**config.mk**
```make
export PLATFORM = sky130hd
export DESIGN_NAME = ultrasonic_distance_filter
export DESIGN_NICKNAME = d
export VERILOG_FILES = /design/src/rtl/ultrasonic_pkg.sv /design/src/rtl/ultrasonic_distance_filter_seq_divider.sv /design/src/rtl/ultrasonic_distance_filter.sv
export SDC_FILE = /design/constraint.sdc
export NUM_CORES = 1
export LEC_CHECK = 0
export ABC_AREA = 1
export CORE_UTILIZATION = 23
export DETAILED_ROUTE_END_ITERATION = 10
export GPL_ROUTABILITY_DRIVEN = 0
export MAX_ROUTING_LAYER = met4
export PLACE_DENSITY_LB_ADDON = 0.3
export SLEW_MARGIN = 15
export SYNTH_ARGS = -nofsm -noshare
export SYNTH_HDL_FRONTEND = slang
export SYNTH_SLANG_ARGS = --single-unit
```
**constraint.sdc**
```tcl
create_clock -name clk -period 8.73 [get_ports clk]
set_input_delay 1.746 -clock clk [delete_from_list [all_inputs] [get_ports clk]]
set_output_delay 1.746 -clock clk [all_outputs]
set_load 0.01 [all_outputs]
```
**src/rtl/ultrasonic_pkg.sv**
```systemverilog
// rtl/ultrasonic_pkg.sv - shared types and register map for the ultrasonic distance filter
package ultrasonic_pkg;

  typedef enum logic [1:0] {
    S_IDLE   = 2'd0,
    S_DIVIDE = 2'd1,
    S_CHECK  = 2'd2,
    S_UPDATE = 2'd3
  } state_t;

  localparam logic ADDR_DISTANCE = 1'b0;
  localparam logic ADDR_STATUS   = 1'b1;

  localparam int BUSY       = 0;
  localparam int NEAR       = 1;
  localparam int OVERRUN    = 2;
  localparam int FULL       = 3;
  localparam int REJECT_LSB = 16;
  localparam int REJECT_MSB = 31;

endpackage

```
**src/rtl/ultrasonic_distance_filter_seq_divider.sv**
```systemverilog
// rtl/ultrasonic_distance_filter_seq_divider.sv - 32-cycle restoring divider by a constant
module seq_divider #(
  parameter int unsigned DIVISOR = 2900
) (
  input  logic        clk,
  input  logic        reset,
  input  logic        start,
  input  logic [31:0] dividend,
  output logic        done,
  output logic [31:0] quotient
);

  localparam logic [32:0] DIV33 = 33'(DIVISOR);

  logic [31:0] quo;
  logic [31:0] rem;
  logic [4:0]  cnt;
  logic        active;
  logic [32:0] rem_sh;
  logic [32:0] diff;
  logic        fits;

  always_comb begin
    rem_sh = {rem, quo[31]};
    diff   = rem_sh - DIV33;
    fits   = (rem_sh >= DIV33);
  end

  // The dividend is shifted out of quo while quotient bits shift in.
  always_ff @(posedge clk) begin
    if (reset) begin
      quo    <= '0;
      rem    <= '0;
      cnt    <= '0;
      active <= 1'b0;
    end else if (start) begin
      quo    <= dividend;
      rem    <= '0;
      cnt    <= '0;
      active <= 1'b1;
    end else if (active) begin
      quo <= {quo[30:0], fits};
      rem <= fits ? diff[31:0] : rem_sh[31:0];
      cnt <= cnt + 5'd1;
      if (cnt == 5'd31) active <= 1'b0;
    end
  end

  assign done     = active && (cnt == 5'd31);
  assign quotient = quo;

endmodule

```
**src/rtl/ultrasonic_distance_filter.sv**
```systemverilog
// rtl/ultrasonic_distance_filter.sv - echo width to cm, range check, window average, near alarm
module ultrasonic_distance_filter
  import ultrasonic_pkg::*;
#(
  parameter int unsigned CYCLES_PER_CM = 2900,
  parameter int unsigned MAX_CM        = 400,
  parameter int unsigned AVG_LOG2      = 2,
  parameter int unsigned NEAR_CM       = 20,
  parameter int unsigned HYST_CM       = 5
) (
  input  logic        clk,
  input  logic        reset,
  input  logic [31:0] echo_cycles,
  input  logic        echo_valid,
  input  logic        avs_address,
  input  logic        avs_read,
  output logic [31:0] avs_readdata,
  output logic        avs_readdatavalid,
  output logic [15:0] distance_cm,
  output logic        distance_valid,
  output logic        near_alarm
);

  localparam int unsigned WIN   = 1 << AVG_LOG2;
  localparam int unsigned SUM_W = 16 + AVG_LOG2;
  localparam logic [AVG_LOG2:0] WIN_CNT = (AVG_LOG2 + 1)'(WIN);

  state_t state, state_next;

  logic        div_start, div_done;
  logic [31:0] quotient;
  logic        out_of_range;
  logic        do_reject, do_update;

  logic [15:0]         ring [WIN];
  logic [AVG_LOG2-1:0] wr_ptr;
  logic [AVG_LOG2:0]   fill, fill_next;
  logic [SUM_W-1:0]    sum, sum_next;
  logic [15:0]         sample_cm, dist_next;
  logic [15:0]         reject_count;
  logic                overrun;
  logic                rd_status;
  logic [31:0]         status_word;

  seq_divider #(.DIVISOR(CYCLES_PER_CM)) u_div (
    .clk      (clk),
    .reset    (reset),
    .start    (div_start),
    .dividend (echo_cycles),
    .done     (div_done),
    .quotient (quotient)
  );

  assign out_of_range = (quotient == 32'd0) || (quotient > 32'(MAX_CM));

  always_ff @(posedge clk) begin
    if (reset) state <= S_IDLE;
    else       state <= state_next;
  end

  always_comb begin
    state_next = state;
    case (state)
      S_IDLE:   if (echo_valid) state_next = S_DIVIDE;
      S_DIVIDE: if (div_done) state_next = S_CHECK;
      S_CHECK:  state_next = out_of_range ? S_IDLE : S_UPDATE;
      S_UPDATE: state_next = S_IDLE;
      default:  state_next = S_IDLE;
    endcase
  end

  always_comb begin
    div_start = (state == S_IDLE) && echo_valid;
    do_reject = (state == S_CHECK) && out_of_range;
    do_update = (state == S_UPDATE);
  end

  // Oldest slot reads zero until the window has filled, so the running sum stays exact.
  always_comb begin
    sum_next  = sum + SUM_W'(sample_cm) - SUM_W'(ring[wr_ptr]);
    fill_next = (fill == WIN_CNT) ? fill : fill + 1'b1;
    dist_next = (fill_next == WIN_CNT) ? 16'(sum_next >> AVG_LOG2) : sample_cm;
  end

  always_ff @(posedge clk) begin
    if (reset) begin
      for (int i = 0; i < int'(WIN); i++) ring[i] <= '0;
      wr_ptr         <= '0;
      fill           <= '0;
      sum            <= '0;
      sample_cm      <= '0;
      distance_cm    <= '0;
      distance_valid <= 1'b0;
      near_alarm     <= 1'b0;
      reject_count   <= '0;
    end else begin
      distance_valid <= 1'b0;
      if (state == S_CHECK) sample_cm <= quotient[15:0];
      if (do_reject && reject_count != 16'hFFFF) reject_count <= reject_count + 16'd1;
      if (do_update) begin
        ring[wr_ptr]   <= sample_cm;
        wr_ptr         <= wr_ptr + 1'b1;
        fill           <= fill_next;
        sum            <= sum_next;
        distance_cm    <= dist_next;
        distance_valid <= 1'b1;
        if (dist_next < 16'(NEAR_CM))
          near_alarm <= 1'b1;
        else if (dist_next >= 16'(NEAR_CM + HYST_CM))
          near_alarm <= 1'b0;
      end
    end
  end

  assign rd_status = avs_read && (avs_address == ADDR_STATUS);

  // A new overrun wins over a clearing status read in the same cycle.
  always_ff @(posedge clk) begin
    if (reset)                               overrun <= 1'b0;
    else if (echo_valid && state != S_IDLE) overrun <= 1'b1;
    else if (rd_status)                      overrun <= 1'b0;
  end

  always_comb begin
    status_word = '0;
    status_word[REJECT_MSB:REJECT_LSB] = reject_count;
    status_word[FULL]    = (fill == WIN_CNT);
    status_word[OVERRUN] = overrun;
    status_word[NEAR]    = near_alarm;
    status_word[BUSY]    = (state != S_IDLE);
  end

  always_ff @(posedge clk) begin
    if (reset) begin
      avs_readdatavalid <= 1'b0;
      avs_readdata      <= '0;
    end else begin
      avs_readdatavalid <= avs_read;
      if (!avs_read)                          avs_readdata <= '0;
      else if (avs_address == ADDR_DISTANCE) avs_readdata <= {16'b0, distance_cm};
      else                                    avs_readdata <= status_word;
    end
  end

endmodule

```
-- Word level (Yosys, flattened, before mapping)
Memories as Yosys holds them, arrays and structs flattened. A register that Yosys moved wholly into a read port is not among the register bits.
Index checks and enable logic that the tools add are counted.
- input bits: 37
- output and inout bits: 51
- memory bits (writable): 64
- flip-flop bits (word level): 179
- memories kept: 1
- memories (name ; depth ; bits a word ; read ports ; clocked after memory_dff ; write ports ; RTL line ; source):
    ring ; 4 ; 16 ; 1 ; 1 ; 4 ; ultrasonic_distance_filter.sv:35 ; logic [15:0] ring [WIN];
- reductions and logical operators: 20
- multiplexer cells: 27
- bitwise gates (word level): 2
- add/subtract/negate cells: 7
- $lt $le $gt $ge: 4
- equality and inequality tests: 9
- operator list (operator ; number):
    $mux 32 ; 3
    $ge 33x12->1 const B ; 1
    $gt 32x9->1 const B ; 1
    $logic_not 32->1 ; 1
    $mux 16 ; 2
    $sub 32x12->32 const B ; 1
    $add 18x16->18 ; 1
    $sub 18x16->18 ; 1
    $add 16x1->16 const B ; 1
    $ge 16x5->1 const B ; 1
    $lt 16x5->1 const B ; 1
    $ne 16x16->1 const B ; 1
    $reduce_or 16->1 ; 1
    $mux 1 ; 13
    $mux 2 ; 6
    $pmux 2 s4 ; 1
    $reduce_bool 2->1 ; 4
    $eq 3x3->1 const B ; 2
    $logic_and 1x1->1 ; 6
    $reduce_or 3->1 ; 2
    $add 5x1->5 const B ; 1
    $eq 5x5->1 const B ; 1
    $eq 2x2->1 const B ; 2
    $mux 4 ; 1
    10 further kinds ; 14

-- Logic depth before layout (Yosys ltp)
Gate-level depths: netlist of the first run.
- depth in word-level cells: 7
- gate-level depth with buffers: 22
- depth with buffers taken out: 21

-- Hierarchy
Synthesis of the first run repeated with hierarchy kept, for this count alone.
- cell total of the unflattened synthesis: 1693
- area total of the unflattened synthesis: 12702.2 µm²
- modules (own cells, without submodules) (module ; area each (µm²) ; cells each ; times used):
    ultrasonic_distance_filter ; 8578.2 ; 1063 ; 1
    seq_divider ; 4124.0 ; 630 ; 1

-- Worst setup path before layout of the first run
Ideal clock, no wire load.
- kind: in2reg
- start: input port reset
- end: memory ring[0][0], enable pin
- slack: 5392 ps
- buffers on the path: 2
- setup time: 372 ps
- stages: 7
- data arrival time: 2966 ps
- required time: 8358 ps
- cell sequence: clkbuf_1 -> nor2_1 -> inv_1 -> nor2_1 -> nand2_1 -> clkbuf_1 -> nand2_1
- RTL lines (item ; RTL line ; source):
    start: declaration ; ultrasonic_distance_filter.sv:12 ; input logic reset,
    end: declaration ; ultrasonic_distance_filter.sv:35 ;

==> results of run 1 <==
==> state kept, by name (all words and copies together), names as in the netlist, 2 cells and up, named ones only <==
| signal | flops |
|---|---|
| wr_ptr | 2 |
| sample_cm | 16 |
| state | 2 |
| u_div.rem | 32 |
| reject_count | 16 |
| avs_readdata | 32 |
| ring | 64 |
| u_div.cnt | 5 |
| sum | 18 |
| distance_cm | 16 |
| fill | 3 |
| u_div.quotient | 32 |
==> tightest hold or removal path, delay by kind of cell (launching register included) <==
| family | cells | cell delay, ns |
|---|---|---|
| flip-flops | 1 | 0.30 |
| buffers and inverters | 1 | 0.06 |
| AND/OR/NAND/NOR | 1 | 0.04 |
==> per-layer routing <==
| layer | vias to the layer above | wire length, µm |
|---|---|---|
| li1 | 5390 | - |
| met5 | - | 0 |
| met3 | 65 | 1590 |
| met2 | 224 | 16200 |
| met4 | 0 | 1050 |
| met1 | 5065 | 16200 |
==> final cells by class <==
type	instances	area [µm²]
clock buffer	36	772
timing repair buffer	95	926
multi-input combinational	1072	5620
inverter	236	886
antenna	1	2.50
clock inverter	16	165
fill	5645	37900
sequential	245	5550
tap	688	861
==> path summary, 6_finish.rpt <==
check	start	end	slack, ns	depth (start not counted)
worst max-delay path	flop	near_alarm	4.56	20
worst min-delay path	distance_cm[15]	avs_readdata[15]	0.45	2
worst max register to register	flop	near_alarm	4.56	20
worst min register to register	distance_cm[15]	avs_readdata[15]	0.45	2
==> power by group <==
group	switching, µW	internal [µW]
sequential	34.2	1210
clock	484	712
combinational	300	151
==> logic make-up (layout without fill, tap and decap cells) <==
group	Yosys count	count (layout)	share of synthesized area, %
flops	245	245	45.1
fa+ha+maj	41	41	5.15
buf+inv	298	383	9.42
compound gates	307	307	14.3
other cells	0	1	0
xor+xnor	36	36	2.57
simple gates	688	688	23.4
==> per-stage QoR <==
stage          worst slack (ns)  instances  util (%)  hold slack, ns
2_1_floorplan              5.39       1615         -           0.441
3_3_place_gp               4.50       2336      26.3           0.453
3_5_place_dp               4.44       2336      26.3           0.448
4_1_cts                    4.64       2388      28.0           0.459
5_1_grt                    4.21       2389      28.1           0.478
6_report                   4.56       2389      28.1           0.450
==> layout by cell type (no fill, tap or decap), types with 8 or more instances in the layout <==
cell type / Yosys / final
a31oi_1: 39 / 39
xor2_1: 23 / 23
xnor2_1: 13 / 13
clkdlybuf4s50_1: 0 / 86
clkbuf_16: 0 / 29
dfxtp_1: 181 / 181
nand4_1: 26 / 26
nor3_1: 13 / 13
edfxtp_1: 64 / 64
o22ai_1: 36 / 36
o21ai_0: 101 / 99
inv_1: 226 / 226
nand2_1: 335 / 335
buf_4: 1 / 8
a21oi_1: 90 / 90
nor2_1: 222 / 218
fa_1: 16 / 16
nand3_1: 63 / 63
ha_1: 25 / 25
==> impl_metrics.json, run 1 <==
{
  "cts.sinks": 245,
  "drc_errors": 0,
  "crit_top_cell": "nand2_1",
  "synth-seq-cells": 245,
  "yosysTopAreaCellShare_pct": 29.5,
  "placed_area_um2": 13800,
  "status": "finished, final reports clean",
  "grt_use_total_pct": 13.3,
  "coreArea_um2": 52700,
  "ios": 88,
  "drt-wirelength-per-cell_um": 14.6,
  "met2_usage_pct": 21.7,
  "max_slew_margin_pct": 24.1,
  "cts_buffers": 28,
  "slew_viol_final": 0,
  "vias": 10700,
  "skew_ns": 0.0178,
  "path_delay_family": "simple AND/OR/NAND/NOR gates",
  "grt_pass1_wl_um": 56200,
  "grt_use_met3_pct": 2.11,
  "core.rowCount": 84,
  "clk_pin_slew_ns": 0.06,
  "dp_hpwl_um": 25500,
  "finalSetupViolCount": 0,
  "hold_buffers": 0,
  "power_leakage_uw": 0.00583,
  "wl_um": 35000,
  "ys_top_cells_by_count": "nand2_1 (335), inv_1 (226), nor2_1 (222), dfxtp_1 (181), o21ai_0 (101)",
  "fmax_mhz": 240,
  "critPathKind": "reg -> reg",
  "final_area_um2": 14800,
  "fin_crit_ns": 4.17,
  "final_antenna_net_count": 0,
  "die_area_um2": 54300,
  "ys_seq_area_share_pct": 45.1,
  "hold_viol": 0,
  "ir_drop_uv": 145,
  "yosysTopAreaCell": "dfxtp_1",
  "rsz0062_at_grt": "false",
  "synth_area_um2": 12300,
  "initial_core_util_pct": 23.3,
  "worst-path-max-fanout": 33,
  "cap_violations": 0,
  "hold_class": "reg -> reg",
  "synth-edff-count": 64,
  "syn-num-nets": 1693,
  "crit_path_start_kind": "flop",
  "cts-root-buf": "clkbuf_16",
  "powerDensity_nw_per_um2": 195,
  "async_flop_share_pct": 0,
  "synthCells": 1615,
  "synth.most_common_cell": "nand2_1",
  "cts.htree.levels": 1,
  "cts_buffer_depth": 3,
  "drt_iter0_drc": 797,
  "cp-end-kind": "flop",
  "min_period_over_period_pct": 47.7,
  "ys.flop_type": "dfxtp_1",
  "fin_tns_setup_ns": 0,
  "die_w_um": 233,
  "port_buffers": 87,
  "cts.repair.resized": 0,
  "avgSynthCellArea_um2": 7.61,
  "crit_required_ns": 9.22,
  "path_cells": "buf_4, inv_1, o21ai_0, o22ai_1, fa_1, inv_1, fa_1, nand2_1, nand2_1, nand3_1, nand2_1, nand2_1, nand2_1, nand2_1, nand3_1, nand2_1, nand3_1, nor2_1, nand3_1, a21oi_1",
  "antenna_found_initial": 1,
  "synthTopCellsByArea": "dfxtp_1 (29%), edfxtp_1 (16%), nand2_1 (10%), inv_1 (6.9%), nor2_1 (6.8%)",
  "syn_to_final_growth_pct": 20.3,
  "clk_latency_ns": 0.56,
  "routed_via_density": 4.50,
  "grt.met1_usage_pct": 16.9,
  "ys_warn_count": 0,
  "busiest_layer": "met2",
  "grt_pass1_vias": 10500,
  "dr.pass1.iters": 6,
  "critPathArrivalTime_ns": 4.66,
  "p_total_uw": 2890,
  "drive_above_1_share_pct": 5.53,
  "max_stage_delay_ns": 0.51,
  "cp.buffers_inverters": 3,
  "cts_tree": "yes",
  "grt_max_degree": 59,
  "tightest_slew_ns": 1.13,
  "fin_nets": 1756,
  "gr-total-overflow": 0,
  "crit_path_top_delay_cell": "fa_1",
  "die_h_um": 233,
  "synth.distinct_cells": 51,
  "cts_setup_buffers": 0
}
No activity file was read; power rests on OpenSTA's default activity.
==> run 2, diff against run 1 <==
Clock period 8.73 ns to 4.4 ns, I/O delays scaled along.
==> run 2 against run 1 <==
First-iteration DRC count fell by 8.2%. Setup slack got worse by 3.9 ns. Final cell count rose by 0.50%. Global-route usage down 0.085 points. Clock skew decreased by 0.0025 ns. Non-clock buffer count grew 11. Wire length decreased by 0.95%. Via count fell by 0.22%.
==> impl_metrics.json, run 2 (synthesized netlist as in run 1, its figures left out) <==
{
  "status": "finished, final reports clean",
  "min_period_over_period_pct": 84.5,
  "final_cell_mix": "nand2_1 (335), inv_1 (226), nor2_1 (218), dfxtp_1 (181), o21ai_0 (99)",
  "die_area_um2": 54300,
  "num-fill-cells": 5683,
  "slew_viol_final": 0,
  "routed_via_density": 4.46,
  "switching_share_pct": 28.8,
  "p_sw_uw": 1660,
  "dp_hpwl_um": 25200,
  "ios": 88,
  "coreArea_um2": 52700,
  "cts.repair.resized": 0,
  "gr-total-overflow": 0,
  "ir_drop_uv": 323,
  "die_w_um": 233,
  "clk_pin_slew_ns": 0.06,
  "intPower_uw": 4100,
  "fin_nets": 1768,
  "wl_um": 34700,
  "syn_to_final_growth_pct": 21.0,
  "cts_buffers": 29,
  "cts_tree": "yes",
  "grt_pass1_wl_um": 55700,
  "dr.pass1.iters": 5,
  "cts_buffer_depth": 3,
  "clk_latency_ns": 0.56,
  "fin_tns_setup_ns": 0,
  "critPathKind": "reg -> reg",
  "die_h_um": 233,
  "cts.sinks": 245,
  "critPathArrivalTime_ns": 4.21,
  "largest_reg_flops": 64,
  "hold_buffers": 0,
  "grt_pass1_vias": 10400,
  "grt_max_degree": 59,
  "finalSetupViolCount": 0,
  "initial_core_util_pct": 23.3,
  "skew_ns": 0.0152,
  "drt_iter0_drc": 732,
  "cts.htree.levels": 1,
  "fmax_mhz": 269,
  "antenna_cells": 0,
  "power_leakage_uw": 0.00588,
  "tightest_slew_ns": 1.00,
  "rsz0062_at_grt": "false",
  "crit_path_start_kind": "flop",
  "hold_class": "reg -> reg",
  "top_register": "ring",
  "cp-end-kind": "flop",
  "combPwrFrac_pct": 15.7,
  "p_seq_share_pct": 42.8,
  "cts_setup_buffers": 0,
  "grt_use_total_pct": 13.2,
  "cap_violations": 0,
  "drc_errors": 0,
  "cts-root-buf": "clkbuf_16",
  "drive_above_1_share_pct": 6.13,
  "layout_commonest_cell": "nand2_1",
  "clkPwrFrac_pct": 41.5,
  "core.rowCount": 84,
  "vias": 10700,
  "hold_viol": 0,
  "drt-wirelength-per-cell_um": 14.4,
  "crit_required_ns": 4.89,
  "max_slew_margin_pct": 33.2,
  "antenna_found_initial": 0,
  "worst-path-max-fanout": 19,
  "powerDensity_nw_per_um2": 387,
  "fin_hold_ws_ns": 0.460,
  "fin_crit_ns": 3.72,
  "final_antenna_net_count": 0,
  "port_buffers": 87
}
## run 2: cell count changes in the layout (fill, tap and decap cells not counted), sizes merged
cell	change
buf	+11
clkbuf	-4
clkinv	+3
clkinvlp	+2
diode	-1
inv	+1
## run 2: layout make-up
type | instances | area [µm²] | share of cell area [%]
repair buffers | 106 | 1010 | 6.79
multi-input cells | 1072 | 5610 | 37.8
clock buffers | 32 | 747 | 5.03
inverters | 236 | 886 | 5.96
well taps | 688 | 861 | 5.79
clock inverters | 22 | 201 | 1.36
flip-flops and latches | 245 | 5550 | 37.3
## run 2: critical path: stages, from the launching register on
cell	delay, ns
dfxtp_1	0.31
inv_1	0.41
buf_4	0.25
o21ai_0	0.08
o22ai_1	0.22
ha_1	0.16
inv_1	0.04
ha_1	0.25
fa_1	0.43
nand2_1	0.10
nand2_1	0.11
nand3_1	0.11
nand2_1	0.16
nand2_1	0.14
nand2_1	0.06
nand2_1	0.07
nand3_1	0.06
o21ai_0	0.28
nand2_1	0.11
nor2_1	0.10
nand3_1	0.10
a21oi_1	0.12
## run 2: layer usage
layer	part of all wire (%)	up-vias	track usage, %
li1	-	5411	-
met1	48	5029	17.5
met2	46	234	21.0
met3	4.3	46	1.79
met4	2.3	0	3.33
met5	0	-	-
## run 2: final timing paths
kind,from,end,slack [ns],cells after the start
max,flop,near_alarm,0.68,21
min,distance_cm[6],avs_readdata[6],0.46,2
max reg2reg,flop,near_alarm,0.68,21
min reg2reg,distance_cm[6],avs_readdata[6],0.46,2
## run 2: power by group through the flow
stage / clock network [µW] / logic (µW) / registers (µW)
floorplan: 0 / 664 / 2490
global placement: 0 / 906 / 2510
detailed placement: 0 / 908 / 2510
CTS: 2450 / 912 / 2460
global route: 2540 / 1030 / 2470
finish: 2390 / 904 / 2460
## run 2: stage by stage
| stage | cell area (µm²) | total power (µW) | utilization (%) | instances | setup slack [ns] |
|---|---|---|---|---|---|
| global route | 14900 | 6040 | 28.2 | 2401 | 0.305 |
| detailed placement | 13900 | 3420 | 26.4 | 2347 | 0.678 |
| floorplan | 12300 | 3150 | - | 1615 | 1.39 |
| CTS | 14900 | 5830 | 28.2 | 2401 | 0.685 |
| global placement | 13900 | 3410 | 26.4 | 2347 | 0.758 |
| finish | 14900 | 5750 | 28.2 | 2401 | 0.682 |
==> run 3, diff against run 2 <==
Clock period 4.4 ns to 3.4 ns, I/O delays scaled along.
==> run 3 against run 2 <==
Maximum frequency grew 18%. Largest cell class unchanged. Critical path depth grew 1. Clock power grew 32%. Global-route usage grew 0.32 points. Combinational power grew 40%. Utilization grew 0.98 points.
==> impl_metrics.json, run 3 (synthesized netlist as in run 1, its figures left out) <==
{
  "status": "finished, final reports clean",
  "cts-root-buf": "clkbuf_16",
  "clkPwrFrac_pct": 41.5,
  "ir_drop_uv": 359,
  "top_register": "ring",
  "hold_class": "reg -> reg",
  "rsz0062_at_grt": "false",
  "fin_util_pct": 29.2,
  "p_seq_share_pct": 41.8,
  "clk_latency_ns": 0.55,
  "tightest_slew_ns": 1.04,
  "cp.buffers_inverters": 4,
  "grt_pass1_wl_um": 56500,
  "intPower_uw": 5410,
  "path_delay_family": "simple AND/OR/NAND/NOR gates",
  "fin_nets": 1795,
  "fin_tns_setup_ns": 0,
  "drc_errors": 0,
  "critPathKind": "reg -> reg",
  "grt_use_total_pct": 13.5,
  "drive_above_1_share_pct": 10.8,
  "grt_pass1_vias": 10500,
  "die_w_um": 233,
  "die_area_um2": 54300,
  "met2_usage_pct": 21.4,
  "combPwrFrac_pct": 16.7,
  "hp-start": "reject_count[15]",
  "die_h_um": 233,
  "placed_area_um2": 14100,
  "switching_share_pct": 28.9,
  "routed_via_density": 4.48,
  "multi_input_area_um2": 5820,
  "crit_path_start_kind": "flop",
  "core.rowCount": 84,
  "cts_tree": "yes",
  "dr.pass1.iters": 5,
  "cap_violations": 0,
  "skew_ns": 0.0137,
  "num-fill-cells": 5653,
  "fmax_mhz": 316,
  "max_stage_delay_ns": 0.44,
  "path_cells": "inv_2, clkbuf_16, nor2_1, o22ai_1, fa_1, inv_1, ha_2, nand2_1, nand2_1, inv_1, nand2_1, nand2_1, nand3_1, nand2_1, nand2_1, nand2_1, nand3_1, nand2_2, nand2_1, nor2_1, nand3_2, a21oi_2",
  "grt_use_met3_pct": 2.28,
  "r2r_slack_ns": 0.24,
  "worst-path-max-fanout": 16,
  "syn_to_final_growth_pct": 25.2,
  "gr-total-overflow": 0,
  "layout_commonest_cell": "nand2_1",
  "critPathArrivalTime_ns": 3.65,
  "largest_reg_flops": 64,
  "max_slew_margin_pct": 31.0,
  "ios": 88,
  "wl_um": 36100,
  "slew_viol_final": 0,
  "crit_top_cell": "nand2_1",
  "cts.sinks": 245,
  "antenna_found_initial": 1,
  "dp_hpwl_um": 26200,
  "cp-end-kind": "flop",
  "finalSetupViolCount": 0,
  "cts_buffers": 29,
  "fin_crit_ns": 3.16,
  "drt-wirelength-per-cell_um": 14.9,
  "reg2reg_to": "near_alarm",
  "grt.met1_usage_pct": 17.7,
  "power_leakage_uw": 0.00608,
  "min_period_over_period_pct": 93.1,
  "reg2regPathDepth": 22,
  "final_area_um2": 15400,
  "hold_buffers": 0,
  "cts_buffer_depth": 3,
  "coreArea_um2": 52700,
  "hold_viol": 0,
  "port_buffers": 87,
  "crit_path_top_delay_cell": "fa_1",
  "final_antenna_net_count": 0,
  "powerDensity_nw_per_um2": 495,
  "fin_hold_ws_ns": 0.465,
  "crit_required_ns": 3.89,
  "busiest_layer": "met2",
  "grt_max_degree": 58,
  "holdPathEnd": "reject_count[15]",
  "worstHoldPathCells": 2,
  "clk_pin_slew_ns": 0.06,
  "p_sw_uw": 2200,
  "initial_core_util_pct": 23.3,
  "cts.htree.levels": 1,
  "drt_iter0_drc": 719,
  "vias": 10900,
  "ff_latch_area_um2": 5550,
  "final_cell_mix": "nand2_1 (323), inv_1 (225), nor2_1 (210), dfxtp_1 (180), clkdlybuf4s50_1 (86)"
}
-- run 3: worst min-delay path, cell delays in order, from the launching register on --
cell and delay [ns]:
dfxtp_1 0.31, nand2_1 0.06, a21oi_1 0.05
-- run 3: final cells by class --
class                   instances  share of cell area, %
clock buffers                  41                   5.67
flip-flops and latches        245                   36.1
repair buffers                133                   8.32
clock inverters                12                  0.700
multi-input cells            1072                   37.9
inverters                     236                   5.76
diodes                          1                 0.0163
well taps                     688                   5.60
-- run 3: power by group through the flow --
stage	clock network (µW)	logic, µW	registers [µW]
5_1_grt	3370	1420	3200
3_3_place_gp	0	1210	3250
3_5_place_dp	0	1210	3250
6_report	3160	1270	3190
4_1_cts	3250	1220	3180
2_1_floorplan	0	859	3220
-- run 3: worst max path at each step --
stage	startpoint	cells after the start	to
floorplan	flop	19	near_alarm
global placement	flop	18	near_alarm
detailed placement	flop	18	near_alarm
CTS	flop	19	near_alarm
global route	flop	20	near_alarm
finish	flop	22	near_alarm
-- run 3: per-stage QoR --
| step | std cells | worst slack [ns] | total power, µW |
|---|---|---|---|
| floorplan | 1615 | 0.389 | 4080 |
| global placement | 2370 | -0.0268 | 4450 |
| detailed placement | 2370 | -0.0559 | 4460 |
| CTS | 2423 | 0.0398 | 7650 |
| global route | 2428 | 0.0334 | 7990 |
| finish | 2428 | 0.236 | 7610 |
-- run 3: layer usage --
metal,part of all wire [%],wire (µm)
met5,0,0
met4,2.4,852
met3,5.6,2020
met2,46,16600
met1,46,16600
-- run 3: timing repair --
| action | in CTS | in global routing |
|---|---|---|
| gates cloned | 0 | 1 |
| pin swaps | 0 | 11 |
| setup buffers | 0 | 3 |
| resized for setup | 1 | 70 |
| endpoints found under the setup margin | 1 | 3 |
